<file path="src/rtl/fwd_hazard_ctrl.sv">
// Operand-forwarding select and hazard control for a 5-stage RV32I pipeline.
// Tracks EX/MEM/WB destination tags and produces mux selects, stalls and flushes.
module fwd_hazard_ctrl #(
   parameter int REG_ADDR_WIDTH = 5,
   parameter int CNT_WIDTH      = 16
) (
   input  logic                      clk,
   input  logic                      rst_n,
   input  logic                      id_valid,
   input  logic [REG_ADDR_WIDTH-1:0] id_rs1,
   input  logic [REG_ADDR_WIDTH-1:0] id_rs2,
   input  logic [REG_ADDR_WIDTH-1:0] id_rd,
   input  logic                      id_regwrite,
   input  logic                      id_is_load,
   input  logic                      ex_pc_src,
   input  logic                      ext_stall,
   output logic [1:0]                fwd_a_sel,
   output logic [1:0]                fwd_b_sel,
   output logic                      stall_f,
   output logic                      stall_d,
   output logic                      flush_d,
   output logic                      flush_e,
   output logic [CNT_WIDTH-1:0]      stall_cycles
);

   localparam logic [REG_ADDR_WIDTH-1:0] REG_X0  = {REG_ADDR_WIDTH{1'b0}};
   localparam logic [CNT_WIDTH-1:0]      CNT_MAX = {CNT_WIDTH{1'b1}};
   localparam logic [CNT_WIDTH-1:0]      CNT_ONE = {{(CNT_WIDTH-1){1'b0}}, 1'b1};

   logic                      ex_valid_r;
   logic [REG_ADDR_WIDTH-1:0] ex_rs1_r;
   logic [REG_ADDR_WIDTH-1:0] ex_rs2_r;
   logic [REG_ADDR_WIDTH-1:0] ex_rd_r;
   logic                      ex_regwrite_r;
   logic                      ex_is_load_r;
   logic                      mem_valid_r;
   logic [REG_ADDR_WIDTH-1:0] mem_rd_r;
   logic                      mem_regwrite_r;
   logic                      wb_valid_r;
   logic [REG_ADDR_WIDTH-1:0] wb_rd_r;
   logic                      wb_regwrite_r;

   logic load_use_s;
   logic a_mem_hit_s;
   logic a_wb_hit_s;
   logic b_mem_hit_s;
   logic b_wb_hit_s;

   // MEM beats WB; an operand that is x0 or an empty EX slot never forwards.
   function automatic logic [1:0] fwd_pick(input logic use_ok, input logic mem_hit,
                                           input logic wb_hit);
      logic [1:0] sel;
      if (use_ok && mem_hit) begin
         sel = 2'b10;
      end else if (use_ok && wb_hit) begin
         sel = 2'b01;
      end else begin
         sel = 2'b00;
      end
      return sel;
   endfunction

   // Tag matches against the older records and forwarding selects.
   always_comb begin
      a_mem_hit_s = mem_valid_r && mem_regwrite_r && (mem_rd_r == ex_rs1_r);
      a_wb_hit_s  = wb_valid_r  && wb_regwrite_r  && (wb_rd_r  == ex_rs1_r);
      b_mem_hit_s = mem_valid_r && mem_regwrite_r && (mem_rd_r == ex_rs2_r);
      b_wb_hit_s  = wb_valid_r  && wb_regwrite_r  && (wb_rd_r  == ex_rs2_r);
      fwd_a_sel   = fwd_pick(ex_valid_r && (ex_rs1_r != REG_X0), a_mem_hit_s, a_wb_hit_s);
      fwd_b_sel   = fwd_pick(ex_valid_r && (ex_rs2_r != REG_X0), b_mem_hit_s, b_wb_hit_s);
   end

   // Load-use detection and prioritised stall/flush generation.
   always_comb begin
      load_use_s = id_valid && ex_valid_r && ex_is_load_r && (ex_rd_r != REG_X0) &&
                   ((ex_rd_r == id_rs1) || (ex_rd_r == id_rs2));
      stall_f = 1'b0;
      stall_d = 1'b0;
      flush_d = 1'b0;
      flush_e = 1'b0;
      // rst_n gates controls so an external freeze cannot leak out during reset.
      if (!rst_n) begin
         stall_f = 1'b0;
      end else if (ext_stall) begin
         stall_f = 1'b1;
         stall_d = 1'b1;
      end else if (ex_pc_src) begin
         flush_d = 1'b1;
         flush_e = 1'b1;
      end else if (load_use_s) begin
         stall_f = 1'b1;
         stall_d = 1'b1;
         flush_e = 1'b1;
      end else begin
         stall_f = 1'b0;
      end
   end

   // Stage records advance together unless the pipeline is frozen.
   always_ff @(posedge clk or negedge rst_n) begin
      if (!rst_n) begin
         ex_valid_r     <= 1'b0;
         ex_rs1_r       <= REG_X0;
         ex_rs2_r       <= REG_X0;
         ex_rd_r        <= REG_X0;
         ex_regwrite_r  <= 1'b0;
         ex_is_load_r   <= 1'b0;
         mem_valid_r    <= 1'b0;
         mem_rd_r       <= REG_X0;
         mem_regwrite_r <= 1'b0;
         wb_valid_r     <= 1'b0;
         wb_rd_r        <= REG_X0;
         wb_regwrite_r  <= 1'b0;
      end else if (!ext_stall) begin
         wb_valid_r     <= mem_valid_r;
         wb_rd_r        <= mem_rd_r;
         wb_regwrite_r  <= mem_regwrite_r;
         mem_valid_r    <= ex_valid_r;
         mem_rd_r       <= ex_rd_r;
         mem_regwrite_r <= ex_regwrite_r;
         ex_valid_r     <= id_valid && !flush_e;
         ex_rs1_r       <= id_rs1;
         ex_rs2_r       <= id_rs2;
         ex_rd_r        <= id_rd;
         ex_regwrite_r  <= id_regwrite;
         ex_is_load_r   <= id_is_load;
      end else begin
         ex_valid_r     <= ex_valid_r;
      end
   end

   // Saturating count of decode-stall cycles.
   always_ff @(posedge clk or negedge rst_n) begin
      if (!rst_n) begin
         stall_cycles <= {CNT_WIDTH{1'b0}};
      end else if (stall_d && (stall_cycles != CNT_MAX)) begin
         stall_cycles <= stall_cycles + CNT_ONE;
      end else begin
         stall_cycles <= stall_cycles;
      end
   end

endmodule
</file>
<file path="config.mk">
export PLATFORM = sky130hd
export DESIGN_NAME = fwd_hazard_ctrl
export DESIGN_NICKNAME = d
export VERILOG_FILES = /design/src/rtl/fwd_hazard_ctrl.sv
export SDC_FILE = /design/constraint.sdc
export NUM_CORES = 1
export LEC_CHECK = 0
export CAP_MARGIN = 10
export CORE_MARGIN = 10
export CORE_UTILIZATION = 35
export CTS_CLUSTER_SIZE = 20
export DETAILED_ROUTE_END_ITERATION = 7
export PLACE_DENSITY_LB_ADDON = 0.1
export REMOVE_ABC_BUFFERS = 1
export SLEW_MARGIN = 20
export SYNTH_ARGS = -nofsm -noshare
export SYNTH_HDL_FRONTEND = slang
export SYNTH_SLANG_ARGS = --single-unit
</file>
<file path="constraint.sdc">
create_clock -name clk -period 2.45 [get_ports clk]
set_input_delay 0.3675 -clock clk [delete_from_list [all_inputs] [get_ports clk]]
set_output_delay 0.3675 -clock clk [all_outputs]
set_load 0.01 [all_outputs]
</file>
==> impl_metrics.json, run 1 <==
{
  "place_ws_ns": -0.256,
  "drv_cap": 0,
  "finalCritPeriodShare_pct": 95.0,
  "drcViolationCount": 0,
  "yosys_warnings": 0,
  "dieWidth_um": 104,
  "antenna_found_initial": 0,
  "worstHoldPathType": "input port to asynchronous set/reset pin",
  "gp_congestion": 0.787,
  "path_max_fanout": 2,
  "skew_ns": 0.0104,
  "vdd_drop_max_v": 0.000484,
  "clock_path_buffers": 2,
  "path_cells": "or4_1 > o21ai_2 > nor4_2 > nor3_1 > dlygate4sd2_1",
  "report.final.slew_viol_count": 0,
  "worstPathArrival_ns": 1.96,
  "synth_area_leader_cell": "dfrtp_1",
  "synth-seq-area-share_pct": 48.6,
  "crit_family": "simple AND/OR/NAND/NOR gates",
  "syn_avg_cell_area_sq_um": 12.3,
  "port-buffer-count": 45,
  "num_io_pins": 46,
  "die_h_um": 104,
  "cellLeakagePower_nw": 1.36,
  "cts_tree": "yes",
  "area_growth_pct": 34.5,
  "clockRootBuffer": "clkbuf_8",
  "die_area_sq_um": 10800,
  "ys_types": 32,
  "p_per_area_nw_per_um2": 689,
  "critPathCaptureType": "output port",
  "routedWlPerCell_um": 15.8,
  "cts.clk_slew.worst_paths_ns": 0.09,
  "worst_hold_slack_ns": 0.0344,
  "ant_nets": 0,
  "grt_pass1_wl_um": 9730,
  "core_sq_um": 6830,
  "core.rowCount": 30,
  "grt_pass1_vias": 1899,
  "worst_slack_ns": 0.122,
  "start_kind": "flop",
  "num_antenna_cells": 0,
  "final_nets": 291,
  "critPathKind": "flop to output port",
  "outcome": "finished clean",
  "stdcell_area_sq_um": 3330,
  "drt-pass1-iter-count": 2,
  "critPathRequiredTime_ns": 2.08,
  "regToRegSetupSlack_ns": 0.29,
  "syn_area_sq_um": 2470,
  "synth_top_area_share_pct": 48.6,
  "cts.sinks": 48,
  "grt_max_degree": 43,
  "fin_crit_ns": 2.33,
  "vias": 1734,
  "synth_ff_type": "dfrtp_1",
  "ys_ff_latch": 48,
  "overflow": 0,
  "drive_gt1_share_pct": 32.0,
  "ys_top_cells_by_area": "dfrtp_1 (49%), mux2_2 (14%), xnor2_1 (8.5%)",
  "drt_iter0_markers": 41,
  "reg2reg_depth": 7,
  "worst_path_largest_cell_delay_ns": 0.55,
  "relSlewSlack_pct": 62.2,
  "dpl_cell_area_sq_um": 3140,
  "hpwl_um": 4330,
  "track_usage_pct": 10.7,
  "max_freq_mhz": 430,
  "critical_path.slowest_cell": "or4_1",
  "clock_latency_ns": 0.30,
  "max_slew.worst_pin.slew_ns": 0.567,
  "netlist_instances": 201,
  "path_depth": 5,
  "fin_tns_setup_ns": 0,
  "finalSetupViolCount": 0,
  "vias_per_cell": 4.75,
  "final_hold_viol_count": 0,
  "cts_htree_levels": 2,
  "finalWirelength_um": 5760,
  "fin_util_pct": 48.7,
  "synth_edf_count": 0,
  "cts_made_buffers": 5,
  "async_flop_share_pct": 100,
  "critPathBufInv": 1,
  "start_util_pct": 36.2
}
-- registers in the layout (all words and copies together), names as in the netlist, 5 cells and up --
register / cells
wb_rd_r: 5
mem_rd_r: 5
ex_rd_r: 5
stall_cycles: 16
ex_rs1_r: 5
ex_rs2_r: 5
-- cells in the final DEF (no fill, tap or decap), types with 5 or more instances in the layout --
cell             instances
mux2_2                  31
clkdlybuf4s50_1         37
nand3_2                  6
nor2_1                   8
xnor2_1                 24
nand2_1                  9
nor3_1                   5
buf_4                   20
dfrtp_1                 46
xor2_1                  20
clkbuf_8                 5
nand4_1                 10
-- power breakdown --
part	switching (mW)	internal, mW	total [mW]
logic	0.239	0.325	0.564
registers	0.132	0.907	1.04
clock network	0.276	0.411	0.687
total	0.648	1.64	2.29
-- final timing paths --
path / from / endpoint
min in group clk: stall_cycles[12]$_DFFE_PN0P_ / stall_cycles[12]$_DFFE_PN0P_
min reg2reg: stall_cycles[12]$_DFFE_PN0P_ / stall_cycles[12]$_DFFE_PN0P_
max in group asynchronous: rst_n / ex_rd_r[3]$_DFFE_PN0N_
min: rst_n / stall_cycles[14]$_DFFE_PN0P_
max: ex_rs1_r[1]$_DFFE_PN0N_ / fwd_a_sel[0]
max reg2reg: ex_rd_r[2]$_DFFE_PN0N_ / stall_cycles[1]$_DFFE_PN0P_
-- cell usage after synthesis, types with 3 or more instances --
| cell | count |
|---|---|
| clkbuf_1 | 3 |
| dfrtp_1 | 48 |
| inv_1 | 3 |
| mux2_2 | 31 |
| nand2_1 | 9 |
| nand3_1 | 3 |
| nand3_2 | 6 |
| nand4_1 | 10 |
| nor2_1 | 8 |
| nor3_1 | 5 |
| nor4_1 | 5 |
| or4_1 | 3 |
| xnor2_1 | 24 |
| xor2_1 | 20 |
-- through the flow --
stage               instances  total power, mW
finish                    365             2.29
floorplan                 195             1.32
detailed placement        355             1.61
global route              365             2.42
global placement          355             1.61
CTS                       364             2.31
-- cells by family (layout without fill, tap and decap cells) --
kind of cell,count (synthesis),in the layout,synth area share (%)
and+or+nand+nor,58,58,14.6
buffers and inverters,9,77,2.13
AOI/OAI and AO/OA,8,8,3.39
adders and majority gates,1,1,0.506
muxes,32,32,14.6
DFF,48,48,48.6
xor gates and xnor gates,45,45,16.2
-- repair_timing --
item | CTS | global route
gates resized for setup | 13 | 10
hold buffers | 0 | 0
setup endpoints to repair | 7 | 5
endpoints found under the hold margin | 0 | 0
buffers inserted | 1 | 1
pin swaps | 1 | 3
-- layer usage --
layer	GRT usage (%)	vias up	share of wire [%]
met5	0	-	0
met2	18.2	23	51
met4	2.68	0	0.54
met1	12.8	868	44
li1	-	841	-
met3	3.35	2	4.8
-- cell type report --
class | instances | area [sq um]
well taps | 96 | 120
clock buffers | 5 | 68.8
flip-flops and latches | 48 | 1200
clock inverters | 3 | 68.8
fillers | 674 | 3510
inverters | 3 | 11.3
repair buffers | 66 | 599
multi-input cells | 144 | 1250
Power figures use the tool's default switching activity.
==> inputs of run 2 (changes only) <==
CELL_PAD_IN_SITES_DETAIL_PLACEMENT = 1   (was not set)
CELL_PAD_IN_SITES_GLOBAL_PLACEMENT = 2   (was not set)
CORE_UTILIZATION = 31   (was 35)
GPL_TIMING_DRIVEN = 1   (was not set)
clock period = 2 ns   (was 2.45 ns; I/O delays follow)
==> impl_metrics.json, run 2 (synthesis gave the netlist of run 1 again) <==
{
  "regToRegSetupSlack_ns": -0.23,
  "vias": 1861,
  "critPathCaptureType": "output port",
  "ant_nets": 0,
  "r2r-end": "stall_cycles[1]$_DFFE_PN0P_",
  "design_power_total_mw": 2.72,
  "fin_util_pct": 46.9,
  "dieWidth_um": 109,
  "clockRootBuffer": "clkbuf_8",
  "cts_made_buffers": 5,
  "critPathRequiredTime_ns": 1.70,
  "cts.clk_slew.worst_paths_ns": 0.09,
  "largest_reg_flops": 16,
  "multi_input_area_sq_um": 1360,
  "num_antenna_cells": 0,
  "finalCritPeriodShare_pct": 113,
  "fillCellCount": 830,
  "p_per_area_nw_per_um2": 749,
  "vias_per_cell": 4.63,
  "grt_max_degree": 48,
  "final_hold_viol_count": 0,
  "critPathKind": "flop to output port",
  "routedWlPerCell_um": 16.5,
  "rsz0062_at_grt": "true",
  "final_nets": 322,
  "top_register": "stall_cycles",
  "cellLeakagePower_nw": 1.53,
  "dpl_cell_area_sq_um": 3280,
  "r2r-start": "ex_rd_r[2]$_DFFE_PN0N_",
  "fin_crit_ns": 2.27,
  "report.final.slew_viol_count": 0,
  "timing.critical_path.from": "ex_rd_r[2]$_DFFE_PN0N_",
  "grt_pass1_wl_um": 10900,
  "finalWirelength_um": 6630,
  "finalSetupViolCount": 24,
  "die_h_um": 109,
  "max_slew.worst_pin.slew_ns": 0.625,
  "violations": "negative setup slack",
  "worstPathArrival_ns": 1.97,
  "layout_commonest_cell": "buf_4",
  "worst_slack_ns": -0.270,
  "antenna_found_initial": 0,
  "core.rowCount": 32,
  "max_freq_mhz": 441,
  "worstHoldPathType": "flop to flop",
  "register_area_sq_um": 1200,
  "whs_path_depth": 1,
  "crit_end": "flush_e",
  "die_area_sq_um": 11900,
  "vdd_drop_max_v": 0.000441,
  "stdcell_area_sq_um": 3630,
  "overflow": 0,
  "clock_latency_ns": 0.30,
  "hpwl_um": 4850,
  "start_kind": "flop",
  "reg2reg_depth": 8,
  "outcome": "finished with violations",
  "final_cell_mix": "buf_4 (46), dfrtp_1 (45), clkdlybuf4s50_1 (37)",
  "core_sq_um": 7730,
  "cts.sinks": 48,
  "drcViolationCount": 0,
  "track_usage_pct": 11.7,
  "relSlewSlack_pct": 58.3,
  "drive_gt1_share_pct": 43.7,
  "grt_pass1_vias": 2149,
  "gp_congestion": 0.769,
  "drt-pass1-iter-count": 4,
  "drt_iter0_markers": 20,
  "skew_ns": 0.00802,
  "port-buffer-count": 45,
  "cts_tree": "yes",
  "path_max_fanout": 4,
  "cts_htree_levels": 2,
  "start_util_pct": 32.0,
  "clock_path_buffers": 2,
  "num_io_pins": 46,
  "area_growth_pct": 46.7,
  "drv_cap": 0
}
-- run 2: changes by cell type in the layout (fill, tap and decap cells not counted), moves of 4 or more --
cell,before,now
xnor2_2,1,5
xnor2_1,24,20
buf_6,0,7
buf_4,20,46
buf_2,1,6
-- run 2: power by group --
group / leakage (nW) / internal, mW / total, mW / switching, mW
Clock: 0.0455 / 0.283 / 0.606 / 0.323
Combinational: 0.899 / 0.488 / 0.841 / 0.352
Sequential: 0.588 / 1.11 / 1.27 / 0.159
Total: 1.53 / 1.88 / 2.72 / 0.834
-- run 2: area by class of cell --
| type | count | area share [%] |
|---|---|---|
| tap | 102 | 3.52 |
| sequential | 48 | 33.2 |
| clock buffer | 8 | 2.48 |
| timing repair buffer | 97 | 23.0 |
| inverter | 3 | 0.311 |
| multi-input combinational | 144 | 37.4 |
-- run 2: critical path, stage by stage, from the launching register on --
cell       delay, ns
dfrtp_2         0.44
or4_4           0.58
o2111ai_4       0.23
nor2_1          0.06
o21ai_1         0.16
nor2_1          0.06
buf_2           0.14
-- run 2: how the worst min path moves through the flow --
stage               slack [ns]                    startpoint                           end
floorplan                0.004                         rst_n      ex_is_load_r$_DFFE_PN0N_
global placement          0.27                         rst_n      ex_is_load_r$_DFFE_PN0N_
detailed placement        0.27                         rst_n      ex_is_load_r$_DFFE_PN0N_
CTS                       0.50  stall_cycles[12]$_DFFE_PN0P_  stall_cycles[12]$_DFFE_PN0P_
global route              0.52   stall_cycles[4]$_DFFE_PN0P_   stall_cycles[4]$_DFFE_PN0P_
finish                    0.49  stall_cycles[12]$_DFFE_PN0P_  stall_cycles[12]$_DFFE_PN0P_
-- run 2: metal layers --
metal,track usage (%),wire length [um]
met2,20.3,3450
met4,3.53,66
met3,3.74,336
met5,0,0
met1,13.5,2780
-- run 2: timing repair --
item / in CTS / in global routing
pin swaps: 6 / 13
buffers inserted: 11 / 2
gates resized for setup: 44 / 20
endpoints found under the hold margin: 1 / 0
hold buffers: 1 / 0
endpoints found under the setup margin: 23 / 24
gates cloned: 0 / 1
-- run 2: through the flow --
stage	cells	worst slack (ns)	setup TNS (ns)	hold WS, ns
after floorplan	195	-0.391	-4.41	0.00441
after global placement	379	-0.568	-8.32	0.273
after detailed placement	379	-0.589	-8.92	0.267
after CTS	399	-0.295	-2.41	0.504
after global routing	402	-0.360	-6.08	0.525
final	402	-0.270	-3.20	0.492
==> inputs of run 3 (changes only) <==
CORE_UTILIZATION = 25   (was 31)
MAX_ROUTING_LAYER = met4   (was not set)
==> impl_metrics.json, run 3 (synthesis gave the netlist of run 1 again) <==
{
  "outcome": "finished with violations",
  "violations": "negative setup slack",
  "final_nets": 317,
  "start_kind": "flop",
  "routedWlPerCell_um": 16.3,
  "regToRegSetupSlack_ns": -0.05,
  "critPathCaptureType": "output port",
  "drcViolationCount": 0,
  "cts_made_buffers": 5,
  "clock_latency_ns": 0.30,
  "layout_commonest_cell": "dfrtp_1",
  "vdd_drop_max_v": 0.000499,
  "grt_pass1_wl_um": 11500,
  "skew_ns": 0.00558,
  "ant_nets": 0,
  "clock_path_buffers": 2,
  "power.internal_mw": 1.89,
  "worst_hold_slack_ns": 0.0485,
  "critical_path.slowest_cell": "or4_4",
  "rsz0062_at_grt": "true",
  "cellLeakagePower_nw": 1.54,
  "critPathKind": "flop to output port",
  "design_power_total_mw": 2.77,
  "worst_path_largest_cell_delay_ns": 0.56,
  "stdcell_area_sq_um": 3720,
  "core_sq_um": 9680,
  "gp_congestion": 0.731,
  "max_freq_mhz": 455,
  "cts.clk_slew.worst_paths_ns": 0.09,
  "path_max_fanout": 3,
  "track_usage_pct": 10.4,
  "overflow": 0,
  "dpl_cell_area_sq_um": 3340,
  "power.share.switching_pct": 31.7,
  "die_h_um": 119,
  "path_cells": "or4_4 > o2111ai_4 > nor2_1 > o21ai_2 > nor2_1 > buf_2",
  "finalWirelength_um": 6970,
  "place_ws_ns": -0.584,
  "comb_power_share_pct": 31.5,
  "largest_reg_flops": 16,
  "relSlewSlack_pct": 73.1,
  "area_growth_pct": 50.4,
  "die_area_sq_um": 14300,
  "final_hold_viol_count": 0,
  "worstHoldPathType": "input port to asynchronous set/reset pin",
  "critPathBufInv": 1,
  "cp_common_cell": "nor2_1",
  "finalCritPeriodShare_pct": 110,
  "p_switching_uw": 879,
  "vias_per_cell": 4.36,
  "drt_iter0_markers": 32,
  "final_cell_mix": "dfrtp_1 (48), buf_4 (37), clkdlybuf4s50_1 (36)",
  "clkPwrFrac_pct": 22.6,
  "grt_pass1_vias": 2079,
  "cts.sinks": 48,
  "seqPwrFrac_pct": 45.9,
  "fin_util_pct": 38.4,
  "port-buffer-count": 45,
  "start_util_pct": 25.5,
  "max_slew.worst_pin.slew_ns": 0.404,
  "vias": 1865,
  "drv_cap": 0,
  "report.final.slew_viol_count": 0,
  "num_antenna_cells": 0,
  "top_register": "stall_cycles",
  "cts_tree": "yes",
  "antenna_found_initial": 0,
  "drive_gt1_share_pct": 44.1,
  "critPathRequiredTime_ns": 1.70,
  "drt-pass1-iter-count": 3,
  "crit_family": "simple AND/OR/NAND/NOR gates",
  "dieWidth_um": 119,
  "core.rowCount": 36,
  "p_per_area_nw_per_um2": 745,
  "num_io_pins": 46,
  "hpwl_um": 5350,
  "clockRootBuffer": "clkbuf_8",
  "worst_slack_ns": -0.196,
  "finalSetupViolCount": 15,
  "grt_max_degree": 33,
  "fin_crit_ns": 2.20,
  "worstPathArrival_ns": 1.90,
  "cts_htree_levels": 2
}
==> run 3: cell count changes in the layout (fill, tap and decap cells not counted), moves of 3 or more <==
cell and delta:
buf_4 -9, xnor2_1 -3, dfrtp_1 +3, dfrtp_2 -3
==> run 3: power by group through the flow <==
stage          Combinational, mW  Sequential, mW  Clock, mW
2_1_floorplan              0.326            1.29          0
3_3_place_gp               0.763            1.28          0
3_5_place_dp               0.770            1.29          0
4_1_cts                    0.840            1.27      0.660
5_1_grt                    0.949            1.30      0.711
6_report                   0.872            1.27      0.627
==> run 3: worst reg2reg max path, stage by stage, from the launching register on <==
cell     delay, ns
dfrtp_1       0.41
buf_6         0.14
xor2_1        0.17
nor3_2        0.20
a22oi_2       0.14
o41ai_4       0.29
buf_6         0.22
buf_12        0.12
nand4_1       0.11
xnor2_1       0.15
==> run 3: what timing repair did <==
action | 4_1_cts | 5_1_grt
resized for setup | 50 | 21
buffers inserted | 10 | 1
endpoints found under the hold margin | 1 | 0
pin swaps | 13 | 14
hold buffers | 1 | 0
endpoints found under the setup margin | 23 | 23
==> run 3: worst paths after layout <==
check,endpoint,cells after the start,from
max,flush_e,6,ex_rd_r[1]$_DFFE_PN0N_
min,stall_cycles[5]$_DFFE_PN0P_,2,rst_n
max reg2reg,stall_cycles[11]$_DFFE_PN0P_,9,ex_rd_r[2]$_DFFE_PN0N_
min reg2reg,stall_cycles[12]$_DFFE_PN0P_,1,stall_cycles[12]$_DFFE_PN0P_
max in group asynchronous,mem_rd_r[3]$_DFFE_PN0N_,4,rst_n
min in group clk,stall_cycles[12]$_DFFE_PN0P_,1,stall_cycles[12]$_DFFE_PN0P_
==> run 3: area by class of cell <==
| class | count | area (sq um) |
|---|---|---|
| clock buffer | 6 | 82.6 |
| clock inverter | 2 | 15.0 |
| fill | 1060 | 5970 |
| inverter | 3 | 11.3 |
| multi-input combinational | 144 | 1410 |
| sequential | 48 | 1200 |
| tap | 133 | 166 |
| timing repair buffer | 92 | 832 |
==> run 3: routing by layer <==
layer	track usage (%)	part of all wire, %	routed length [um]
met4	2.71	1.1	77
met2	18.2	53	3710
met1	11.8	43	2980
met3	2.31	2.8	197
met5	-	0	0
==> run 3: metrics by stage <==
step,std cells,TNS (ns)
6_report,428,-1.11
2_1_floorplan,195,-4.41
4_1_cts,429,-1.77
5_1_grt,428,-3.61
3_5_place_dp,411,-9.05
3_3_place_gp,411,-8.62
